**src/rtl/alu_operand_stage_pkg.sv**
```systemverilog
`default_nettype none
// ============================================================================
//  Module      : alu_pkg
//  Description : Shared ALU operation codes and operand-stage enumerations.
//  Revision    : 1.0 - initial release
// ============================================================================
package alu_pkg;

    // ALU operation codes as consumed by the downstream ALU.
    localparam logic [3:0] ALU_AND = 4'b0000;
    localparam logic [3:0] ALU_OR  = 4'b0001;
    localparam logic [3:0] ALU_ADD = 4'b0010;
    localparam logic [3:0] ALU_XOR = 4'b0011;
    localparam logic [3:0] ALU_SLL = 4'b0100;
    localparam logic [3:0] ALU_SRL = 4'b0101;
    localparam logic [3:0] ALU_SUB = 4'b0110;
    localparam logic [3:0] ALU_SRA = 4'b0111;
    localparam logic [3:0] ALU_BEQ = 4'b1000;
    localparam logic [3:0] ALU_BNE = 4'b1001;
    localparam logic [3:0] ALU_BGE = 4'b1011;
    localparam logic [3:0] ALU_SLT = 4'b1100;
    localparam logic [3:0] ALU_JAL = 4'b1101;
    localparam logic [3:0] ALU_BLT = 4'b1110;
    // NOP makes the ALU produce 0; driven whenever nothing is held.
    localparam logic [3:0] ALU_NOP = 4'b1111;

    typedef enum logic [1:0] {
        EMPTY     = 2'd0,
        FULL      = 2'd1,
        WAIT_LOAD = 2'd2
    } stage_state_t;

    typedef enum logic {
        SRC_A_RS1 = 1'b0,
        SRC_A_PC  = 1'b1
    } src_a_sel_t;

    typedef enum logic {
        SRC_B_RS2 = 1'b0,
        SRC_B_IMM = 1'b1
    } src_b_sel_t;

endpackage
`default_nettype wire

```
**src/rtl/alu_operand_stage_if.sv**
```systemverilog
`default_nettype none
// ============================================================================
//  Module      : alu_operand_stage_if
//  Description : ID-side handshake, bypass buses and EX-side outputs of the
//                ALU operand stage.
//  Revision    : 1.0 - initial release
// ============================================================================
interface alu_operand_stage_if #(
    parameter int DATA_WIDTH     = 32,
    parameter int OPCODE_LENGTH  = 4,
    parameter int REG_ADDR_WIDTH = 5
);
    // ID side
    logic                      in_valid;
    logic                      in_ready;
    logic [DATA_WIDTH-1:0]     id_pc;
    logic [DATA_WIDTH-1:0]     id_rs1_data;
    logic [DATA_WIDTH-1:0]     id_rs2_data;
    logic [DATA_WIDTH-1:0]     id_imm;
    logic [REG_ADDR_WIDTH-1:0] id_rs1_addr;
    logic [REG_ADDR_WIDTH-1:0] id_rs2_addr;
    logic [REG_ADDR_WIDTH-1:0] id_rd_addr;
    logic [OPCODE_LENGTH-1:0]  id_alu_op;
    logic                      id_src_a_sel;
    logic                      id_src_b_sel;
    logic                      id_reg_write;
    logic                      flush;
    // Bypass sources
    logic [REG_ADDR_WIDTH-1:0] exm_rd_addr;
    logic                      exm_reg_write;
    logic                      exm_is_load;
    logic [DATA_WIDTH-1:0]     exm_result;
    logic [REG_ADDR_WIDTH-1:0] mwb_rd_addr;
    logic                      mwb_reg_write;
    logic [DATA_WIDTH-1:0]     mwb_result;
    // EX side
    logic                      out_ready;
    logic                      ex_valid;
    logic [DATA_WIDTH-1:0]     SrcA;
    logic [DATA_WIDTH-1:0]     SrcB;
    logic [OPCODE_LENGTH-1:0]  Operation;
    logic [DATA_WIDTH-1:0]     ex_store_data;
    logic [REG_ADDR_WIDTH-1:0] ex_rd_addr;
    logic                      ex_reg_write;
    logic [DATA_WIDTH-1:0]     ex_pc;

    // Environment side: decode, later pipeline stages and the ALU.
    modport master (
        output in_valid, id_pc, id_rs1_data, id_rs2_data, id_imm,
               id_rs1_addr, id_rs2_addr, id_rd_addr, id_alu_op,
               id_src_a_sel, id_src_b_sel, id_reg_write, flush,
               exm_rd_addr, exm_reg_write, exm_is_load, exm_result,
               mwb_rd_addr, mwb_reg_write, mwb_result, out_ready,
        input  in_ready, ex_valid, SrcA, SrcB, Operation, ex_store_data,
               ex_rd_addr, ex_reg_write, ex_pc
    );

    // The operand stage itself.
    modport slave (
        input  in_valid, id_pc, id_rs1_data, id_rs2_data, id_imm,
               id_rs1_addr, id_rs2_addr, id_rd_addr, id_alu_op,
               id_src_a_sel, id_src_b_sel, id_reg_write, flush,
               exm_rd_addr, exm_reg_write, exm_is_load, exm_result,
               mwb_rd_addr, mwb_reg_write, mwb_result, out_ready,
        output in_ready, ex_valid, SrcA, SrcB, Operation, ex_store_data,
               ex_rd_addr, ex_reg_write, ex_pc
    );
endinterface
`default_nettype wire

```
**src/rtl/alu_operand_stage_fwd_mux.sv**
```systemverilog
`default_nettype none
// ============================================================================
//  Module      : fwd_mux
//  Description : Per-source bypass: compares one source index against the
//                EX/MEM and MEM/WB destinations and selects the newest value.
//  Revision    : 1.0 - initial release
// ============================================================================
module fwd_mux #(
    parameter int DATA_WIDTH     = 32,
    parameter int REG_ADDR_WIDTH = 5
) (
    input  wire logic [REG_ADDR_WIDTH-1:0] i_src_addr,
    input  wire logic [DATA_WIDTH-1:0]     i_held_data,
    input  wire logic [REG_ADDR_WIDTH-1:0] i_exm_rd_addr,
    input  wire logic                      i_exm_reg_write,
    input  wire logic                      i_exm_is_load,
    input  wire logic [DATA_WIDTH-1:0]     i_exm_result,
    input  wire logic [REG_ADDR_WIDTH-1:0] i_mwb_rd_addr,
    input  wire logic                      i_mwb_reg_write,
    input  wire logic [DATA_WIDTH-1:0]     i_mwb_result,
    output logic [DATA_WIDTH-1:0]          o_data,
    output logic                           o_load_hit,
    output logic                           o_mwb_hit
);
    // x0 is hard-wired zero and never takes a bypass.
    logic w_src_nonzero;
    logic w_exm_match;
    logic w_exm_fwd;

    assign w_src_nonzero = (i_src_addr != '0);
    assign w_exm_match   = w_src_nonzero && i_exm_reg_write && (i_exm_rd_addr == i_src_addr);
    // A load in EX/MEM has no data yet: flag it as a hazard instead of forwarding.
    assign o_load_hit    = w_exm_match && i_exm_is_load;
    assign w_exm_fwd     = w_exm_match && !i_exm_is_load;
    assign o_mwb_hit     = w_src_nonzero && i_mwb_reg_write && (i_mwb_rd_addr == i_src_addr);

    // Youngest producer wins: EX/MEM, then MEM/WB, then the held register value.
    always_comb begin
        o_data = i_held_data;
        if (w_exm_fwd) begin
            o_data = i_exm_result;
        end else if (o_mwb_hit) begin
            o_data = i_mwb_result;
        end
    end
endmodule
`default_nettype wire

```
**src/rtl/alu_operand_stage.sv**
```systemverilog
`default_nettype none
// ============================================================================
//  Module      : alu_operand_stage
//  Description : ID/EX register ahead of the ALU with operand selection,
//                EX/MEM + MEM/WB forwarding, load-use hold and flush.
//  Revision    : 1.0 - initial release
// ============================================================================
module alu_operand_stage
    import alu_pkg::*;
#(
    parameter int DATA_WIDTH     = 32,
    parameter int OPCODE_LENGTH  = 4,
    parameter int REG_ADDR_WIDTH = 5
) (
    input  wire logic         clk,
    input  wire logic         reset,
    alu_operand_stage_if.slave bus
);
    localparam logic [OPCODE_LENGTH-1:0] C_OP_NOP = OPCODE_LENGTH'(ALU_NOP);

    stage_state_t              r_state;
    logic [DATA_WIDTH-1:0]     r_pc;
    logic [DATA_WIDTH-1:0]     r_rs1_data;
    logic [DATA_WIDTH-1:0]     r_rs2_data;
    logic [DATA_WIDTH-1:0]     r_imm;
    logic [REG_ADDR_WIDTH-1:0] r_rs1_addr;
    logic [REG_ADDR_WIDTH-1:0] r_rs2_addr;
    logic [REG_ADDR_WIDTH-1:0] r_rd_addr;
    logic [OPCODE_LENGTH-1:0]  r_alu_op;
    src_a_sel_t                r_src_a_sel;
    src_b_sel_t                r_src_b_sel;
    logic                      r_reg_write;

    logic [DATA_WIDTH-1:0]     w_rs1_fwd;
    logic [DATA_WIDTH-1:0]     w_rs2_fwd;
    logic                      w_rs1_load_hit;
    logic                      w_rs2_load_hit;
    logic                      w_rs1_mwb_hit;
    logic                      w_rs2_mwb_hit;
    logic                      w_hazard;
    logic                      w_ex_valid;
    logic                      w_in_ready;
    logic                      w_accept;
    logic                      w_retire;

    fwd_mux #(.DATA_WIDTH(DATA_WIDTH), .REG_ADDR_WIDTH(REG_ADDR_WIDTH)) u_fwd_rs1 (
        .i_src_addr      (r_rs1_addr),
        .i_held_data     (r_rs1_data),
        .i_exm_rd_addr   (bus.exm_rd_addr),
        .i_exm_reg_write (bus.exm_reg_write),
        .i_exm_is_load   (bus.exm_is_load),
        .i_exm_result    (bus.exm_result),
        .i_mwb_rd_addr   (bus.mwb_rd_addr),
        .i_mwb_reg_write (bus.mwb_reg_write),
        .i_mwb_result    (bus.mwb_result),
        .o_data          (w_rs1_fwd),
        .o_load_hit      (w_rs1_load_hit),
        .o_mwb_hit       (w_rs1_mwb_hit)
    );

    fwd_mux #(.DATA_WIDTH(DATA_WIDTH), .REG_ADDR_WIDTH(REG_ADDR_WIDTH)) u_fwd_rs2 (
        .i_src_addr      (r_rs2_addr),
        .i_held_data     (r_rs2_data),
        .i_exm_rd_addr   (bus.exm_rd_addr),
        .i_exm_reg_write (bus.exm_reg_write),
        .i_exm_is_load   (bus.exm_is_load),
        .i_exm_result    (bus.exm_result),
        .i_mwb_rd_addr   (bus.mwb_rd_addr),
        .i_mwb_reg_write (bus.mwb_reg_write),
        .i_mwb_result    (bus.mwb_result),
        .o_data          (w_rs2_fwd),
        .o_load_hit      (w_rs2_load_hit),
        .o_mwb_hit       (w_rs2_mwb_hit)
    );

    // rs1 matters only when it feeds SrcA; rs2 always matters since it is also store data.
    assign w_hazard   = (w_rs1_load_hit && (r_src_a_sel == SRC_A_RS1)) || w_rs2_load_hit;
    assign w_ex_valid = (r_state == FULL) && !w_hazard;
    assign w_in_ready = (r_state == EMPTY) || (w_ex_valid && bus.out_ready);
    assign w_accept   = bus.in_valid && w_in_ready;
    assign w_retire   = w_ex_valid && bus.out_ready;

    assign bus.in_ready      = w_in_ready;
    assign bus.ex_valid      = w_ex_valid;
    assign bus.SrcA          = (r_src_a_sel == SRC_A_PC)  ? r_pc  : w_rs1_fwd;
    assign bus.SrcB          = (r_src_b_sel == SRC_B_IMM) ? r_imm : w_rs2_fwd;
    assign bus.ex_store_data = w_rs2_fwd;
    assign bus.Operation     = (r_state == EMPTY) ? C_OP_NOP : r_alu_op;
    assign bus.ex_rd_addr    = r_rd_addr;
    assign bus.ex_reg_write  = r_reg_write && w_ex_valid;
    assign bus.ex_pc         = r_pc;

    // Stage state and held instruction: flush > accept > retire > hold (with refresh).
    always_ff @(posedge clk or negedge reset) begin
        if (!reset) begin
            r_state     <= EMPTY;
            r_pc        <= '0;
            r_rs1_data  <= '0;
            r_rs2_data  <= '0;
            r_imm       <= '0;
            r_rs1_addr  <= '0;
            r_rs2_addr  <= '0;
            r_rd_addr   <= '0;
            r_alu_op    <= '0;
            r_src_a_sel <= SRC_A_RS1;
            r_src_b_sel <= SRC_B_RS2;
            r_reg_write <= 1'b0;
        end else if (bus.flush) begin
            r_state <= EMPTY;
        end else if (w_accept) begin
            r_state     <= FULL;
            r_pc        <= bus.id_pc;
            r_rs1_data  <= bus.id_rs1_data;
            r_rs2_data  <= bus.id_rs2_data;
            r_imm       <= bus.id_imm;
            r_rs1_addr  <= bus.id_rs1_addr;
            r_rs2_addr  <= bus.id_rs2_addr;
            r_rd_addr   <= bus.id_rd_addr;
            r_alu_op    <= bus.id_alu_op;
            r_src_a_sel <= src_a_sel_t'(bus.id_src_a_sel);
            r_src_b_sel <= src_b_sel_t'(bus.id_src_b_sel);
            r_reg_write <= bus.id_reg_write;
        end else if (w_retire) begin
            r_state <= EMPTY;
        end else if (r_state != EMPTY) begin
            // Capture write-backs while waiting so a value leaving MEM/WB is not lost.
            if (w_rs1_mwb_hit) begin
                r_rs1_data <= bus.mwb_result;
            end
            if (w_rs2_mwb_hit) begin
                r_rs2_data <= bus.mwb_result;
            end
            r_state <= w_hazard ? WAIT_LOAD : FULL;
        end
    end
endmodule
`default_nettype wire

```
**src/flat_wrapper.sv**
```systemverilog
// flat-port wrapper written by rule: the top's interface ports become plain ports
module alu_operand_stage_flat import alu_pkg::*;
#(
    parameter int DATA_WIDTH     = 32,
    parameter int OPCODE_LENGTH  = 4,
    parameter int REG_ADDR_WIDTH = 5
)
  (clk, reset, bus_in_valid, bus_id_pc, bus_id_rs1_data, bus_id_rs2_data, bus_id_imm, bus_id_rs1_addr, bus_id_rs2_addr, bus_id_rd_addr, bus_id_alu_op, bus_id_src_a_sel, bus_id_src_b_sel, bus_id_reg_write, bus_flush, bus_exm_rd_addr, bus_exm_reg_write, bus_exm_is_load, bus_exm_result, bus_mwb_rd_addr, bus_mwb_reg_write, bus_mwb_result, bus_out_ready, bus_in_ready, bus_ex_valid, bus_SrcA, bus_SrcB, bus_Operation, bus_ex_store_data, bus_ex_rd_addr, bus_ex_reg_write, bus_ex_pc);
  alu_operand_stage_if #(.DATA_WIDTH(DATA_WIDTH), .OPCODE_LENGTH(OPCODE_LENGTH), .REG_ADDR_WIDTH(REG_ADDR_WIDTH)) bus_i ();
  input  wire logic clk;
  input  wire logic reset;
  input wire logic [$bits(bus_i.in_valid)-1:0] bus_in_valid;
  input wire logic [$bits(bus_i.id_pc)-1:0] bus_id_pc;
  input wire logic [$bits(bus_i.id_rs1_data)-1:0] bus_id_rs1_data;
  input wire logic [$bits(bus_i.id_rs2_data)-1:0] bus_id_rs2_data;
  input wire logic [$bits(bus_i.id_imm)-1:0] bus_id_imm;
  input wire logic [$bits(bus_i.id_rs1_addr)-1:0] bus_id_rs1_addr;
  input wire logic [$bits(bus_i.id_rs2_addr)-1:0] bus_id_rs2_addr;
  input wire logic [$bits(bus_i.id_rd_addr)-1:0] bus_id_rd_addr;
  input wire logic [$bits(bus_i.id_alu_op)-1:0] bus_id_alu_op;
  input wire logic [$bits(bus_i.id_src_a_sel)-1:0] bus_id_src_a_sel;
  input wire logic [$bits(bus_i.id_src_b_sel)-1:0] bus_id_src_b_sel;
  input wire logic [$bits(bus_i.id_reg_write)-1:0] bus_id_reg_write;
  input wire logic [$bits(bus_i.flush)-1:0] bus_flush;
  input wire logic [$bits(bus_i.exm_rd_addr)-1:0] bus_exm_rd_addr;
  input wire logic [$bits(bus_i.exm_reg_write)-1:0] bus_exm_reg_write;
  input wire logic [$bits(bus_i.exm_is_load)-1:0] bus_exm_is_load;
  input wire logic [$bits(bus_i.exm_result)-1:0] bus_exm_result;
  input wire logic [$bits(bus_i.mwb_rd_addr)-1:0] bus_mwb_rd_addr;
  input wire logic [$bits(bus_i.mwb_reg_write)-1:0] bus_mwb_reg_write;
  input wire logic [$bits(bus_i.mwb_result)-1:0] bus_mwb_result;
  input wire logic [$bits(bus_i.out_ready)-1:0] bus_out_ready;
  output wire logic [$bits(bus_i.in_ready)-1:0] bus_in_ready;
  output wire logic [$bits(bus_i.ex_valid)-1:0] bus_ex_valid;
  output wire logic [$bits(bus_i.SrcA)-1:0] bus_SrcA;
  output wire logic [$bits(bus_i.SrcB)-1:0] bus_SrcB;
  output wire logic [$bits(bus_i.Operation)-1:0] bus_Operation;
  output wire logic [$bits(bus_i.ex_store_data)-1:0] bus_ex_store_data;
  output wire logic [$bits(bus_i.ex_rd_addr)-1:0] bus_ex_rd_addr;
  output wire logic [$bits(bus_i.ex_reg_write)-1:0] bus_ex_reg_write;
  output wire logic [$bits(bus_i.ex_pc)-1:0] bus_ex_pc;
  assign bus_i.in_valid = bus_in_valid;
  assign bus_i.id_pc = bus_id_pc;
  assign bus_i.id_rs1_data = bus_id_rs1_data;
  assign bus_i.id_rs2_data = bus_id_rs2_data;
  assign bus_i.id_imm = bus_id_imm;
  assign bus_i.id_rs1_addr = bus_id_rs1_addr;
  assign bus_i.id_rs2_addr = bus_id_rs2_addr;
  assign bus_i.id_rd_addr = bus_id_rd_addr;
  assign bus_i.id_alu_op = bus_id_alu_op;
  assign bus_i.id_src_a_sel = bus_id_src_a_sel;
  assign bus_i.id_src_b_sel = bus_id_src_b_sel;
  assign bus_i.id_reg_write = bus_id_reg_write;
  assign bus_i.flush = bus_flush;
  assign bus_i.exm_rd_addr = bus_exm_rd_addr;
  assign bus_i.exm_reg_write = bus_exm_reg_write;
  assign bus_i.exm_is_load = bus_exm_is_load;
  assign bus_i.exm_result = bus_exm_result;
  assign bus_i.mwb_rd_addr = bus_mwb_rd_addr;
  assign bus_i.mwb_reg_write = bus_mwb_reg_write;
  assign bus_i.mwb_result = bus_mwb_result;
  assign bus_i.out_ready = bus_out_ready;
  assign bus_in_ready = bus_i.in_ready;
  assign bus_ex_valid = bus_i.ex_valid;
  assign bus_SrcA = bus_i.SrcA;
  assign bus_SrcB = bus_i.SrcB;
  assign bus_Operation = bus_i.Operation;
  assign bus_ex_store_data = bus_i.ex_store_data;
  assign bus_ex_rd_addr = bus_i.ex_rd_addr;
  assign bus_ex_reg_write = bus_i.ex_reg_write;
  assign bus_ex_pc = bus_i.ex_pc;
  alu_operand_stage #(.DATA_WIDTH(DATA_WIDTH), .OPCODE_LENGTH(OPCODE_LENGTH), .REG_ADDR_WIDTH(REG_ADDR_WIDTH)) u_core (.clk(clk), .reset(reset), .bus(bus_i));
endmodule
```
**config.mk**
```make
export PLATFORM = sky130hd
export DESIGN_NAME = alu_operand_stage_flat
export DESIGN_NICKNAME = d
export VERILOG_FILES = /design/src/rtl/alu_operand_stage_pkg.sv /design/src/rtl/alu_operand_stage_if.sv /design/src/rtl/alu_operand_stage_fwd_mux.sv /design/src/rtl/alu_operand_stage.sv /design/src/flat_wrapper.sv
export SDC_FILE = /design/constraint.sdc
export NUM_CORES = 1
export LEC_CHECK = 0
export ABC_CLOCK_PERIOD_IN_PS = 3550
export BUFFER_PORTS_ARGS = -buffer_cell sky130_fd_sc_hd__buf_2
export CAP_MARGIN = 20
export CORE_ASPECT_RATIO = 0.5
export CORE_UTILIZATION = 25
export DETAILED_ROUTE_END_ITERATION = 8
export MAX_ROUTING_LAYER = met4
export PLACE_DENSITY = 0.5
export SLEW_MARGIN = 30
export SYNTH_ARGS = -nofsm -noshare
export SYNTH_HDL_FRONTEND = slang
export SYNTH_HIERARCHICAL = 1
export SYNTH_SLANG_ARGS = --single-unit
```
**constraint.sdc**
```tcl
create_clock -name clk -period 3.55 [get_ports clk]
set_input_delay 0.1775 -clock clk [delete_from_list [all_inputs] [get_ports clk]]
set_output_delay 0.1775 -clock clk [all_outputs]
set_load 0.01 [all_outputs]
```
After elaboration in Yosys (flattened, before gate mapping):

Cells that the tools add are included.
W data, S select, Z words.

* flip-flop bits (word level): 152
* bits of input ports: 232
* output and inout port bits: 140
* word-level logic and storage cells: 67

* equality and inequality tests: 6
* multiplexer cells: 18
* bitwise gates (word level): 2
* reduce and logical (&&, ||, !) cells: 29

Operators by type and width (count)
* $mux W32: 12
* $eq A5 B5 Y1: 4
* $logic_and A1 B1 Y1: 17
* $mux W2: 5
* $reduce_bool A5 Y1: 2
* $mux W4: 1
* $reduce_bool A2 Y1: 2
* $reduce_bool A4 Y1: 1
* $reduce_and A3 Y1: 1
* $eq A2 B1 Y1 const B: 1
* $logic_not A1 Y1: 2
* $logic_not A2 Y1: 1
* $logic_or A1 B1 Y1: 2
* $ne A2 B1 Y1 const B: 1
* $not A1 Y1: 2
* $reduce_and A2 Y1: 1

Depth between registers and ports, before layout:

Gate-level depths: netlist of run 1.

* word-level depth: 13
* gate-level depth with buffers: 11
* mapped depth without buffers: 7

By module:

Netlist of run 1, hierarchy kept.

Modules (own cells, without submodules)
* alu_operand_stage: times used 1, cells each 643, area an instance 7936.4 µm², sequential area each 3803.6 µm²
* fwd_mux: times used 2, cells each 207, area an instance 1186.1 µm², sequential area each 0.0 µm²

Worst setup path after synthesis of run 1:

No wires, ideal clock.

* path kind: reg2reg
* from: register u_core.r_rs2_addr[1]
* to: register u_core.r_rs1_data[29]
* setup time: 127 ps
* arrival time: 2829 ps
* data required time: 3423 ps
* path slack: 593 ps
* cell stages (with the launch flop): 11
* path buffers: 3
* clock period less this slack: 2957 ps
* path through: dfrtp_1 -> or4_4 -> nor2_2 -> buf_2 -> nor3_1 -> nand2b_1 -> buf_2 -> or4b_4 -> nand3_4 -> buf_8 -> mux2_1

* cells in the longest elaborated chain, start to end: 12
* elaborated cells between the ends (all ways): 15
* those cells by class: eq/ne: 2; mux: 1; reduce/logical: 12

RTL lines
* from (decl): line alu_operand_stage.sv:27 `logic [REG_ADDR_WIDTH-1:0] r_rs2_addr;`
* from (signal assigned): line alu_operand_stage.sv:117 `r_rs2_addr <= bus.id_rs2_addr;`
* $reduce_bool A5 Y1: line alu_operand_stage_fwd_mux.sv:30 `assign w_src_nonzero = (i_src_addr != '0);`
* $logic_and A1 B1 Y1: line alu_operand_stage_fwd_mux.sv:31 `assign w_exm_match = w_src_nonzero && i_exm_reg_write && (i_exm_rd_addr == i_src_addr);`
* $logic_and A1 B1 Y1 *: line alu_operand_stage_fwd_mux.sv:31
* $logic_and A1 B1 Y1 *: line alu_operand_stage_fwd_mux.sv:33 `assign o_load_hit = w_exm_match && i_exm_is_load;`
* named net u_core.w_rs2_load_hit: line alu_operand_stage.sv:37 `logic w_rs2_load_hit;`
* $logic_or A1 B1 Y1 *: line alu_operand_stage.sv:77 `assign w_hazard = (w_rs1_load_hit && (r_src_a_sel == SRC_A_RS1)) || w_rs2_load_hit;`
* $logic_not A1 Y1 *: line alu_operand_stage.sv:78 `assign w_ex_valid = (r_state == FULL) && !w_hazard;`
* $logic_and A1 B1 Y1 *: line alu_operand_stage.sv:78
* $logic_and A1 B1 Y1 *: line alu_operand_stage.sv:79, alu_operand_stage.sv:81
* $logic_or A1 B1 Y1: line alu_operand_stage.sv:79 `assign w_in_ready = (r_state == EMPTY) || (w_ex_valid && bus.out_ready);`
* $logic_and A1 B1 Y1: line alu_operand_stage.sv:80 `assign w_accept = bus.in_valid && w_in_ready;`
* $ne A2 B1 Y1 (no source line) / $reduce_bool A2 Y1 (equally long branches)
* $reduce_and A3 Y1 (no source line)
* to (signal assigned): line alu_operand_stage.sv:113 `r_rs1_data <= bus.id_rs1_data;`
* to (signal assigned): line alu_operand_stage.sv:128 `r_rs1_data <= bus.mwb_result;`
* to (decl): line alu_operand_stage.sv:23 `logic [DATA_WIDTH-1:0] r_rs1_data;`

The timed path passes the listed nets; every way through them passes the cells marked *.
A chain may end at the register's enable or synchronous reset.

Final worst setup path of run 1:

* from: register u_core.r_rs1_addr[1]
* to: output port bus_SrcA[11]

* cells in the longest elaborated chain, start to end: 6
* elaborated cells between the ends (all ways): 11
* those cells by class: eq/ne: 2; mux: 3; reduce/logical: 6

RTL lines
* from (decl): line alu_operand_stage.sv:26 `logic [REG_ADDR_WIDTH-1:0] r_rs1_addr;`
* from (signal assigned): line alu_operand_stage.sv:116 `r_rs1_addr <= bus.id_rs1_addr;`
* $reduce_bool A5 Y1: line alu_operand_stage_fwd_mux.sv:30
* $logic_and A1 B1 Y1 (on tied branches) (2 in a row): line alu_operand_stage_fwd_mux.sv:35, alu_operand_stage_fwd_mux.sv:31
* $mux W32 / $logic_and A1 B1 Y1 (equally long branches)
* $mux W32 *: line alu_operand_stage_fwd_mux.sv:40 `if (w_exm_fwd) begin`
* named net u_core.w_rs1_fwd[11]: line alu_operand_stage.sv:34 `logic [DATA_WIDTH-1:0] w_rs1_fwd;`
* $mux W32 *: line alu_operand_stage.sv:85 `assign bus.SrcA = (r_src_a_sel == SRC_A_PC) ? r_pc : w_rs1_fwd;`
* to (decl): line flat_wrapper.sv:35 `output wire logic [$bits(bus_i.SrcA)-1:0] bus_SrcA;`

Marked as above.

==> flow_results.org, run 1 <==
** Outcome
- Run status :: complete, no violations

** Clock network
- Root Driver :: clkbuf_16
- TritonCTS clock tree :: built
- The clock reaches the later pin of the worst-skew pair after 0.45 ns.
- No sink is reached through more buffers than the 2 on the longest clock path.
- For this design, the sink count on the clock tree is 152.
- Number of buffers created by CTS :: 17
- Clock transition at the registers of the reported paths :: 0.06 ns
- The H-tree was split into 4 levels.

** STA
- Hold Vio Cnt, Final :: 0
- Final Max Slew Viols :: 0
- Clock skew on the completed layout was measured at 0.0136 ns.
- Ratio of final minimum period to clock period :: 0.969
- For the pin with the worst max-slew slack, the measured transition is 0.873 ns.
- Headroom to the max-slew limit came out at 0.418.
- Minimum hold slack :: 0.0357 ns
- Adding up every negative setup slack in the final design gives 0 ns.
- After layout, the minimum clock period comes to 3.44 ns.
- For this run, the top clock speed supported by timing is 291 MHz.
- Setup repair after global routing left no endpoint under its margin.
- Setup-violating endpoint count in the final report :: 0

** Synthesis
- Of the post-synthesis cell area, the dominant cell type holds 0.369.
- Top-count cell post-synth :: dfrtp_1
- The share of the Yosys chip area taken by registers is 0.369.
- Distinct cells, synth :: 40
- The Yosys step of the flow raised 6 warnings.
- The commonest cells after synthesis are dfrtp_1 (152), mux2_2 (116), o211ai_1 (98).
- Counting flops with an async set or reset pin after synthesis yields a share of 1.00.
- Number of synthesized flops with an enable pin :: 0
- After synthesis the netlist holds a flip-flop and latch count of 152.
- Synthesized net count :: 1289
- In this run the mean area of a mapped cell was 9.75 um2.
- Synthesized instance count :: 1057
- Primary flip-flop cell chosen by synthesis mapping :: dfrtp_1
- dfrtp_1 takes more of the synthesized area than any other cell.
- The mapped netlist covers 0.0103 mm2.
- Top cells by area in the synthesized netlist :: dfrtp_1 (37%), mux2_2 (13%), mux2_1 (8.8%)

** Setup path
- Largest fanout on the critical path :: 33
- The worst setup path is captured at an output pin.
- Startpoint types :: register
- Path type of the worst setup path :: reg -> out
- Slowest cell on the critical path :: or4_4
- The number of cells on the worst reg-to-reg path is 9.
- Critical path data arrival time :: 3.26 ns
- The most numerous cell type found on the critical path is buf_4.
- Cell family with the largest share of critical-path delay :: simple AND/OR/NAND/NOR gates
- Startpoint of the lowest-slack register-to-register path :: u_core/r_rs2_addr[1]
- End of the worst register-to-register path :: u_core/r_rs1_data[26]
- The critical path goes through or4_4 > nor2_4 > buf_4 > or3_1 > buf_4 > a31oi_1 > mux2_2 > buf_2.
- Crit path largest cell delay :: 0.59 ns
- Worst setup slack for register-to-register paths :: 0.48 ns
- Endpoint required time on the critical path :: 3.37 ns
- Together, buffers and inverters on the worst path number 3.

** Detailed routing
- The final route contains 10.2k vias.
- Post-route DRC violation count :: 0
- Pre-Repair DR Iteration Count :: 5
- Routed len/inst :: 21.3 um
- The count of nets left with antenna violations once routing finished came out at 0.
- Using the TritonRoute via totals, the vias-per-cell ratio works out to 5.05.
- For this block, the routed nets add up to 43100 um of wire.
- Detailed router's first-iteration violation count :: 771

** GRT
- Initial antenna violation count :: 14
- Sum of overflow across all layers after global routing :: 0
- Pin count of the biggest net entering global routing :: 83
- The via count of the first global-routing pass was 10.3k.
- Wire length of the first global-routing pass :: 64400 um
- Total routing usage reported by global routing :: 0.208

** Place
- After legalization and detailed placement, the total HPWL measured 29600 um.
- The congestion estimate from routability-driven global placement came to 0.862.
- During placement, the flow inserted port buffers numbering 371.

** Die
- Top Ports :: 372
- Initial standard-cell utilization of the core :: 0.254
- The region available for standard cell placement spans 0.0405 mm2.
- Overall die area :: 0.0421 mm2
- The floorplan step set the die width to 289 um.
- The die is 146 um tall.
- Row generation in the floorplan step produced 52 rows.

** Power
- IR analysis of the VDD net gives a maximum drop of 0.000326 V.
- Power density over cell area :: 477 mW/mm2
- P_leak :: 6.05 nW

** Final layout
- Area growth, synth to finish :: 37.0%
- Total Nets Final :: 1691
- Measured on the finished design, the core utilization comes to 0.348.
- Filler cell count :: 4207
- Of the cells placed in the final design, the portion with a size suffix greater than 1 is 0.400.

** Hold path
- Counting instances, the worst hold path has a depth of 2.
- In this run the worst hold path is classified as in -> reg.
- Launch instance of the worst min-delay path :: bus_flush
- For hold timing, the worst endpoint is u_core/r_state[0].

** Job
- Across the run, the number of max-cap violations was 0.
[cells by family (layout without fill, tap and decap cells)]
logic type             count (synthesis)  count (layout)  synth area share
AO/OA/AOI/OAI                        265             265             0.162
flip-flops                           152             152             0.369
multiplexers                         214             214             0.240
buffers and inverters                175             590            0.0836
other                                  0              14                 0
AND/OR/NAND/NOR                      231             231             0.128
XOR/XNOR                              20              20            0.0170
[worst max path at each step]
| stage | from | to | depth (start not counted) |
|---|---|---|---|
| after floorplan | u_core/r_rs2_addr[1] | u_core/r_rs1_data[29] | 10 |
| after global placement | u_core/r_rs2_addr[1] | u_core/r_rs1_data[23] | 9 |
| after detailed placement | u_core/r_rs2_addr[1] | u_core/r_rs1_data[20] | 9 |
| after CTS | u_core/r_rs2_addr[1] | bus_SrcB[0] | 8 |
| after global routing | u_core/r_rs1_addr[1] | bus_SrcA[11] | 8 |
| final | u_core/r_rs1_addr[1] | bus_SrcA[11] | 8 |
[report_power, final]
group	total, mW	switching, mW	leakage [nW]	internal [mW]
Sequential	2.32	0.244	1.80	2.08
Clock	1.94	0.826	0.285	1.11
Combinational	2.48	1.32	3.96	1.16
[metal layers]
metal / share of wire / GRT usage
met3: 0.044 / 0.0284
met4: 0.019 / 0.0663
met2: 0.50 / 0.334
met1: 0.44 / 0.269
met5: 0 / -
[cell type report]
cell class,instances,area (um2),area share
clock buffers,22,484,0.0343
inverters,65,244,0.0173
multi-input cells,730,5680,0.402
well taps,540,676,0.0478
clock inverters,10,118,0.00833
diodes,14,35.0,0.00248
flip-flops and latches,152,3810,0.270
repair buffers,493,3080,0.218
[timing repair]
item,CTS,global route
endpoints found under the hold margin,166,0
hold buffers,87,0
resized for setup,0,1
setup buffers,0,0
setup endpoints to repair,0,2
[cell usage in the layout, fill, tap and decap left out, types with 5 or more instances in the layout]
master,instances
o21ai_0,85
nand2_1,64
buf_12,6
a31oi_1,64
mux2_2,116
xnor2_1,20
mux2_4,17
buf_4,28
dfrtp_1,150
dlygate4sd3_1,87
clkbuf_16,17
nor2_1,5
diode_2,14
inv_1,65
mux2_1,81
nor4_1,64
o21ai_1,12
buf_2,370
o211ai_1,98
or3_1,67
[state kept, by name (all words and copies together) (netlist names)]
name	cells
u_core/bus.ex_pc	32
u_core/r_imm	32
u_core/r_rs1_data	32
u_core/r_rs2_data	32
u_core/bus.ex_rd_addr	5
u_core/r_rs1_addr	5
u_core/r_rs2_addr	5
u_core/r_alu_op	4
u_core/r_state	2
u_core/r_reg_write	1
u_core/r_src_a_sel	1
u_core/r_src_b_sel	1
[stage by stage]
stage | instances | worst slack (ns) | instance area (um2) | power [mW]
after floorplan | 1057 | 0.593 | 10300 | 3.70
after global placement | 1893 | 0.585 | 12600 | 4.73
after detailed placement | 1893 | 0.520 | 12600 | 4.75
after CTS | 2012 | 0.124 | 14100 | 6.79
after global routing | 2026 | 0.0187 | 14100 | 7.09
final | 2026 | 0.112 | 14100 | 6.73
Power figures use the tool's default switching activity.
==> run 2, diff against run 1 <==
--- a/config.mk
+++ b/config.mk
@@ -9,10 +9,10 @@
 export BUFFER_PORTS_ARGS = -buffer_cell sky130_fd_sc_hd__buf_2
 export CAP_MARGIN = 20
 export CORE_ASPECT_RATIO = 0.5
-export CORE_UTILIZATION = 25
+export CORE_UTILIZATION = 51
 export DETAILED_ROUTE_END_ITERATION = 8
 export MAX_ROUTING_LAYER = met4
-export PLACE_DENSITY = 0.5
+export PLACE_DENSITY = 0.82
 export SLEW_MARGIN = 30
 export SYNTH_ARGS = -nofsm -noshare
 export SYNTH_HDL_FRONTEND = slang
==> run 2 against run 1 <==
Compared with the run above: die area down 51%; utilization up 35 points; largest cell class unchanged; sequential share of layout area up 0.74 points.
==> flow_results.org, run 2 (synthesis results as in run 1) <==
** Die
- Top Ports :: 372 (unchanged)
- The initial core utilization came to 0.525 (+0.271).
- Area of the core region :: 0.0196 mm2 (-52%)
- Die width :: 203 um (-30%)
- The vertical extent of the die came to 103 um (-30%).
- The count of standard-cell rows came to 36 (-31%).
- Overall die area :: 0.0208 mm2 (-51%)

** Detailed routing
- The met2 layer wire length in the routed design was 18600 um (-13%).
- The sum of routed wire length over all layers was 39500 um (-8.2%).
- The violation count after the first detailed-routing iteration was 1142 (+48%).
- The number of nets still failing antenna checks after routing came to 0 (unchanged).
- The vias per cell is 6.24 (+24%).
- Post-route DRC violation count :: 0 (unchanged)
- Via count :: 10.9k (+6.1%)
- Routed len/inst :: 22.7 um (+6.9%)
- The highest layer touched by signal routing is met4.
- Pre-Repair DR Iteration Count :: 5 (unchanged)
- The total met3 wirelength after detailed routing is 3860 um (+100%).
- The met1 layer wirelength in the final routing is 15600 um (-18%).

** Clock network
- The level count of the clock H-tree is 4 (unchanged).
- Clk Latency, worst-skew pair :: 0.44 ns (about the same)
- Clock transition at the registers of the reported paths :: 0.07 ns (about the same)
- TritonCTS clock tree :: built
- The clock sink count came to 152 (unchanged).
- The root buffer cell chosen for the clock tree is clkbuf_16.
- The number of buffers on the longest clock path came to 2 (unchanged).
- Number of buffers created by CTS :: 17 (unchanged)

** Setup path
- The required arrival time at the worst endpoint is 3.37 ns (about the same).
- STA classifies the critical path startpoint as a register.
- Critical path data arrival time :: 3.29 ns (+0.03 ns)
- STA classifies the critical path endpoint as an output pin.
- The critical path is of the reg -> out type.
- Largest fanout on the critical path :: 33 (unchanged)

** STA
- Total negative setup slack :: 0 ns (unchanged)
- The worst clock skew on the final layout is 0.00876 ns (-0.00487 ns).
- The final worst-path cycle share is 0.977 (+0.00803).
- The setup violation total in the final timing report came to 0 (unchanged).
- Crit path setup slack, layout :: 0.0831 ns (-0.0285 ns)
- The number of hold violations in the final report is 0 (unchanged).
- Final period demand of the worst path :: 3.47 ns (+0.0285 ns)
- Worst-case headroom to the max-slew limit :: 0.335 (-0.0829)
- The count of pins over their slew limit was 0 (unchanged).
- RSZ-0062 raised after global routing :: no
- Slew at the pin closest to its max-slew limit :: 0.997 ns (+0.124 ns)
- The maximum clock rate is 288 MHz (-0.82%).

** Final layout
- Most common cell after layout, fill and taps aside :: buf_2
- The layout net count is 1688 (-0.18%).
- Filler cell count :: 1440 (-66%)
- The fraction of final layout cells sized beyond drive strength 1 is 0.400 (-0.000544).
- Leading cell types in the layout, fill and taps excluded :: buf_2 (370), dfrtp_1 (150), mux2_2 (116)
- Area growth, synth to finish :: 33.3%

** Power
- Part of the total power dissipated in combinational logic :: 0.362 (-0.006)
- Switching fraction of total power :: 0.345 (-0.0100)
- Internal power summed over all cells :: 4.42 mW (+1.8%)
- Part of the power in registers :: 0.348 (+0.004)
- PnR Total Power :: 6.75 mW (+0.28%)
- Power density over cell area :: 491 mW/mm2 (+3.0%)
- The switching power of the nets is 2.33 mW (-2.6%).
- The fraction of power consumed by the clock network was 0.290 (+0.002).
- The maximum ir drop on the vdd rail is 0.000354 V (+8.4%).
- P_leak :: 6.03 nW (-0.23%)

** Hold path
- The tightest min-delay check is of the in -> reg type.

** GRT
- The maximum number of pins on one net before global-route repair came to 95 (+14%).
- Total routing usage reported by global routing :: 0.387 (+0.179)
- The via count of the first global-routing pass was 10.8k (+4.8%).
- Sum of overflow across all layers after global routing :: 0 (unchanged)
- The first-pass GRT wire length was 59400 um (-7.7%).
- The number of antenna violations at the first check in global routing came to 3 (-11).

** Place
- Port buffer count :: 371 (unchanged)
- Placement Setup Slack :: 0.178 ns (-0.342 ns)
- Placer congestion estimate :: 0.919 (+6.7%)
- Sum of net half-perimeters after detailed placement :: 24900 um (-16%)

** Job
- MaxCap Viol Count :: 0 (unchanged)

** Outcome
- The flow ran to the end, and the final reports show no timing, DRC or antenna violations.
==> run 2: changes by cell type in the layout (fill, tap and decap cells not counted), sizes merged <==
cell         before  now
buf             406  400
bufinv            2    4
clkbuf           22   21
clkinv            3    5
clkinvlp          4    3
diode            14    4
dlygate4sd3      87   88
inv              66   65
nor2b             4    5
==> run 2: worst max-delay path: stages (launching register included) <==
cell and delay [ns]:
dfrtp_1 0.42, or4_4 0.60, nor2_4 0.12, buf_6 0.32, or3_4 0.31, buf_4 0.35
a31oi_1 0.24, mux2_2 0.32, buf_2 0.14
==> run 2: worst paths after layout <==
check	start	to	slack [ns]	cells after the start
worst max-delay path	u_core/r_rs1_addr[1]	bus_SrcA[6]	0.08	8
worst min-delay path	bus_id_rs2_data[20]	u_core/r_rs2_data[20]	0.15	4
worst max register to register	u_core/r_rs1_addr[1]	u_core/r_rs1_data[17]	0.25	8
worst min register to register	u_core/r_imm[7]	u_core/r_imm[7]	0.48	1
max in group asynchronous	reset	u_core/r_imm[14]	2.11	3
min in group asynchronous	reset	u_core/r_imm[6]	0.37	2
==> run 2: what timing repair did <==
item                                    4_1_cts  5_1_grt
resized for setup                             1        1
cloned                                        1        0
endpoints found under the setup margin       23        5
hold endpoints to repair                    179        0
buffers inserted                              1        2
hold buffers                                 88        0
pin swaps                                     0        1
==> run 2: final cells by class <==
type	instances	area (um2)	area share
clock inverters	12	175	0.0127
multi-input cells	731	5700	0.415
flip-flops and latches	152	3810	0.277
diodes	4	10.0	0.000728
well taps	266	333	0.0242
clock buffers	20	447	0.0325
inverters	65	244	0.0178
repair buffers	489	3030	0.220
==> run 2: per-layer routing <==
metal  vias up  global-route usage
li1       4729                   -
met1      5229               0.470
met2       755               0.622
met3       143              0.0841
met4         0               0.186
met5         -                   -
==> run 2: power by group through the flow <==
| stage | sequential, mW | combinational [mW] | clock [mW] |
|---|---|---|---|
| after global placement | 2.33 | 2.23 | 0 |
| final | 2.35 | 2.44 | 1.96 |
| after detailed placement | 2.36 | 2.30 | 0 |
| after global routing | 2.38 | 2.60 | 2.06 |
| after CTS | 2.33 | 2.38 | 1.98 |
| after floorplan | 2.28 | 1.43 | 0 |
==> run 2: through the flow <==
step	area [um2]	hold WS (ns)	instances	utilization
2_1_floorplan	10300	-0.118	1057	-
3_3_place_gp	12200	0.316	1611	0.620
3_5_place_dp	12200	0.331	1611	0.620
4_1_cts	13700	0.139	1733	0.698
5_1_grt	13700	0.163	1738	0.700
6_report	13700	0.151	1739	0.700
==> run 3, diff against run 2 <==
--- a/config.mk
+++ b/config.mk
@@ -8,7 +8,7 @@
 export ABC_CLOCK_PERIOD_IN_PS = 3550
 export BUFFER_PORTS_ARGS = -buffer_cell sky130_fd_sc_hd__buf_2
 export CAP_MARGIN = 20
-export CORE_ASPECT_RATIO = 0.5
+export CORE_ASPECT_RATIO = 1.1
 export CORE_UTILIZATION = 51
 export DETAILED_ROUTE_END_ITERATION = 8
 export MAX_ROUTING_LAYER = met4
==> run 3 against run 2 <==
Compared with the run above: hold slack lost 0.11 ns; sequential share of layout area increased by 0.10 points; utilization shrank 0.72 points; largest cell class unchanged; global-route usage is 0.75 points lower; largest power group unchanged; combinational power about the same.
==> flow_results.org, run 3 (synthesis results as in run 1) <==
** Power
- The cell-internal power came to 4.40 mW (-0.56%).
- The total chip power is 6.74 mW (-0.21%).
- The switching power of the nets was 2.34 mW (+0.45%).
- The proportion of power drawn by combinational gates came to 0.361 (about the same).
- Switching fraction of total power :: 0.347 (+0.00228)
- Clock network fraction of design power :: 0.289 (about the same)
- Worst VDD drop :: 0.000346 V (-2.3%)
- The power density over cell area is 491 mW/mm2 (about the same).
- P_leak :: 6.02 nW (-0.22%)
- Part of the power in registers :: 0.350 (+0.002)

** Detailed routing
- The violation count after the first detailed-routing iteration came to 1186 (+3.9%).
- Routed len/inst :: 22.9 um (+0.85%)
- The sum of routed wire length over all layers came to 39400 um (-0.31%).
- The vias per cell came to 6.40 (+2.5%).
- The post-detailed-route DRC marker count came to 0 (unchanged).
- Pre-Repair DR Iteration Count :: 9 (+4)
- The number of nets still failing antenna checks after routing came to 0 (unchanged).
- The total via count in the routed design is 11.0k (+1.3%).

** Final layout
- The library cells used most frequently in the layout, excluding fill and tap cells, are buf_2 (370), dfrtp_1 (148), mux2_2 (116).
- The utilization after layout is 0.693 (-0.00715).
- Area growth, synth to finish :: 33.0%
- The library cell used most frequently in the layout, excluding fill and tap cells, is buf_2.
- Post-layout instance count excluding filler cells :: 1719 (-1.2%)
- The fraction of final layout cells sized beyond drive strength 1 is 0.401 (+0.00164).
- Area of all placed cells without fillers :: 0.0137 mm2 (-0.23%)
- Total Nets Final :: 1684 (-0.24%)

** STA
- Crit path setup slack, layout :: 0.111 ns (+0.0275 ns)
- Ratio of final minimum period to clock period :: 0.969 (-0.00775)
- Slew at the pin closest to its max-slew limit :: 0.870 ns (-0.128 ns)
- The time the worst path needs with I/O delays and setup was 3.44 ns (-0.0275 ns).
- The setup violation total in the final timing report came to 0 (unchanged).
- Worst clock skew :: 0.0205 ns (+0.0117 ns)
- The final hold slack is 0.0420 ns (-0.109 ns).
- The worst slew margin relative to its limit was 0.420 (+0.0852).
- The number of hold violations in the final report came to 0 (unchanged).
- Setup repair after global routing left no endpoint under its margin.
- The maximum clock rate was 291 MHz (+0.80%).
- Total negative setup slack :: 0 ns (unchanged)
- The count of pins over their slew limit was 0 (unchanged).

** Clock network
- Buffers from clock root to sink, at most :: 2 (unchanged)
- Clock transition at the registers of the reported paths :: 0.07 ns (about the same)
- The source-to-sink clock delay at the later pin of the worst-skew pair was 0.44 ns (about the same).
- The level count of the clock H-tree came to 4 (unchanged).
- The number of CTS-inserted buffers came to 17 (unchanged).
- The clock sink count is 152 (unchanged).
- Root Driver :: clkbuf_16
- TritonCTS clock tree :: built

** GRT
- Wire length of the first global-routing pass :: 57500 um (-3.2%)
- The maximum number of pins on one net before global-route repair is 68 (-28%).
- Total routing usage reported by global routing :: 0.379 (-0.00752)
- The total overflow reported by the global router came to 0 (unchanged).
- Vias in the first global route :: 10.6k (-0.99%)
- Initial antenna violation count :: 4 (+1)

** Setup path
- Startpoint types :: register
- The reg-to-reg setup timing slack came to 0.29 ns (+0.04 ns).
- Number of cells on the worst reg-to-reg path :: 8 (unchanged)
- Kind of capture point of the worst setup path :: output pin
- The startpoint identified for the worst register-to-register timing path is u_core/r_rs1_addr[1].
- The largest fanout of any net on the critical path came to 33 (unchanged).
- The critical path in this run is classified as reg -> out.
- Worst setup path start :: u_core/r_rs1_addr[1]
- Endpoint required time on the critical path :: 3.37 ns (about the same)
- The data arrival time at the worst-slack endpoint came to 3.26 ns (-0.03 ns).
- End of the worst register-to-register path :: u_core/r_rs1_data[28]

** Hold path
- The path with the worst hold slack has its endpoint at u_core/r_state[0].
- The min-delay analysis places its worst path in the category in -> reg.
- Number of cells traversed by the worst hold path :: 2 (-2)
- In this run the most critical hold path is launched from bus_flush.

** Place
- Placer congestion estimate :: 0.862 (-6.2%)
- Placed Instance Area :: 0.0122 mm2 (+0.10%)
- Port buffer count :: 371 (unchanged)
- Sum of net half-perimeters after detailed placement :: 23600 um (-5.1%)
- The pre-CTS worst setup slack was 0.142 ns (-0.0363 ns).
- Cell count after placement :: 1596 (-0.93%)

** Outcome
- Run status :: complete, no violations

** Die
- Row cnt :: 54 (+50%)
- The number of I/O pins came to 372 (unchanged).
- The vertical extent of the die came to 151 um (+47%).
- The initial core utilization is 0.521 (-0.00418).
- The floorplan core area was 0.0198 mm2 (+0.80%).
- The die span in x is 138 um (-32%).
- The area of the die is 0.0208 mm2 (-0.16%).

** Job
- MaxCap Viol Count :: 0 (unchanged)
## run 3: worst max-delay path by stage
| stage | cells past startpoint | endpoint | slack, ns |
|---|---|---|---|
| 2_1_floorplan | 10 | u_core/r_rs1_data[29] | 0.59 |
| 3_3_place_gp | 8 | u_core/r_rs2_data[8] | 0.29 |
| 3_5_place_dp | 8 | u_core/r_rs2_data[2] | 0.14 |
| 4_1_cts | 8 | bus_SrcA[10] | 0.03 |
| 5_1_grt | 8 | bus_in_ready | 0.01 |
| 6_report | 8 | bus_SrcA[7] | 0.11 |
## run 3: cell type report
cell class / instances / area, um2
Sequential cell: 152 / 3810
Multi-Input combinational cell: 732 / 5720
Inverter: 65 / 244
Clock inverter: 12 / 176
Tap cell: 252 / 315
Antenna cell: 4 / 10.0
Timing Repair Buffer: 484 / 3010
Fill cell: 1462 / 6080
Clock buffer: 18 / 429
## run 3: critical path, cell delays in order (launching register included)
cell and delay [ns]:
dfrtp_1 0.46, or4_4 0.61, nor2_4 0.11, buf_4 0.40
or3_4 0.46, buf_4 0.23, a31oi_1 0.11, mux2_2 0.27
buf_2 0.14
## run 3: repair_timing
action                                  4_1_cts  5_1_grt
cloned                                        1        1
setup buffers                                 2        0
resized for setup                             1        2
endpoints found under the setup margin       18       22
pin swaps                                     0        1
hold buffers                                 85        0
hold endpoints to repair                    136        0
## run 3: per-layer routing
metal | up-vias | routed length, um | track usage | part of all wire
li1 | 4714 | - | - | -
met1 | 5237 | 14100 | 0.431 | 0.36
met2 | 834 | 19100 | 0.602 | 0.48
met3 | 216 | 4160 | 0.0981 | 0.11
met4 | 0 | 2070 | 0.223 | 0.053
met5 | - | 0 | - | 0
## run 3: power groups by stage
stage               combinational (mW)  clock [mW]  sequential, mW
floorplan                         1.43           0            2.28
global placement                  2.22           0            2.33
detailed placement                2.27           0            2.36
CTS                               2.36        1.96            2.33
global route                      2.59        2.02            2.39
finish                            2.43        1.95            2.36
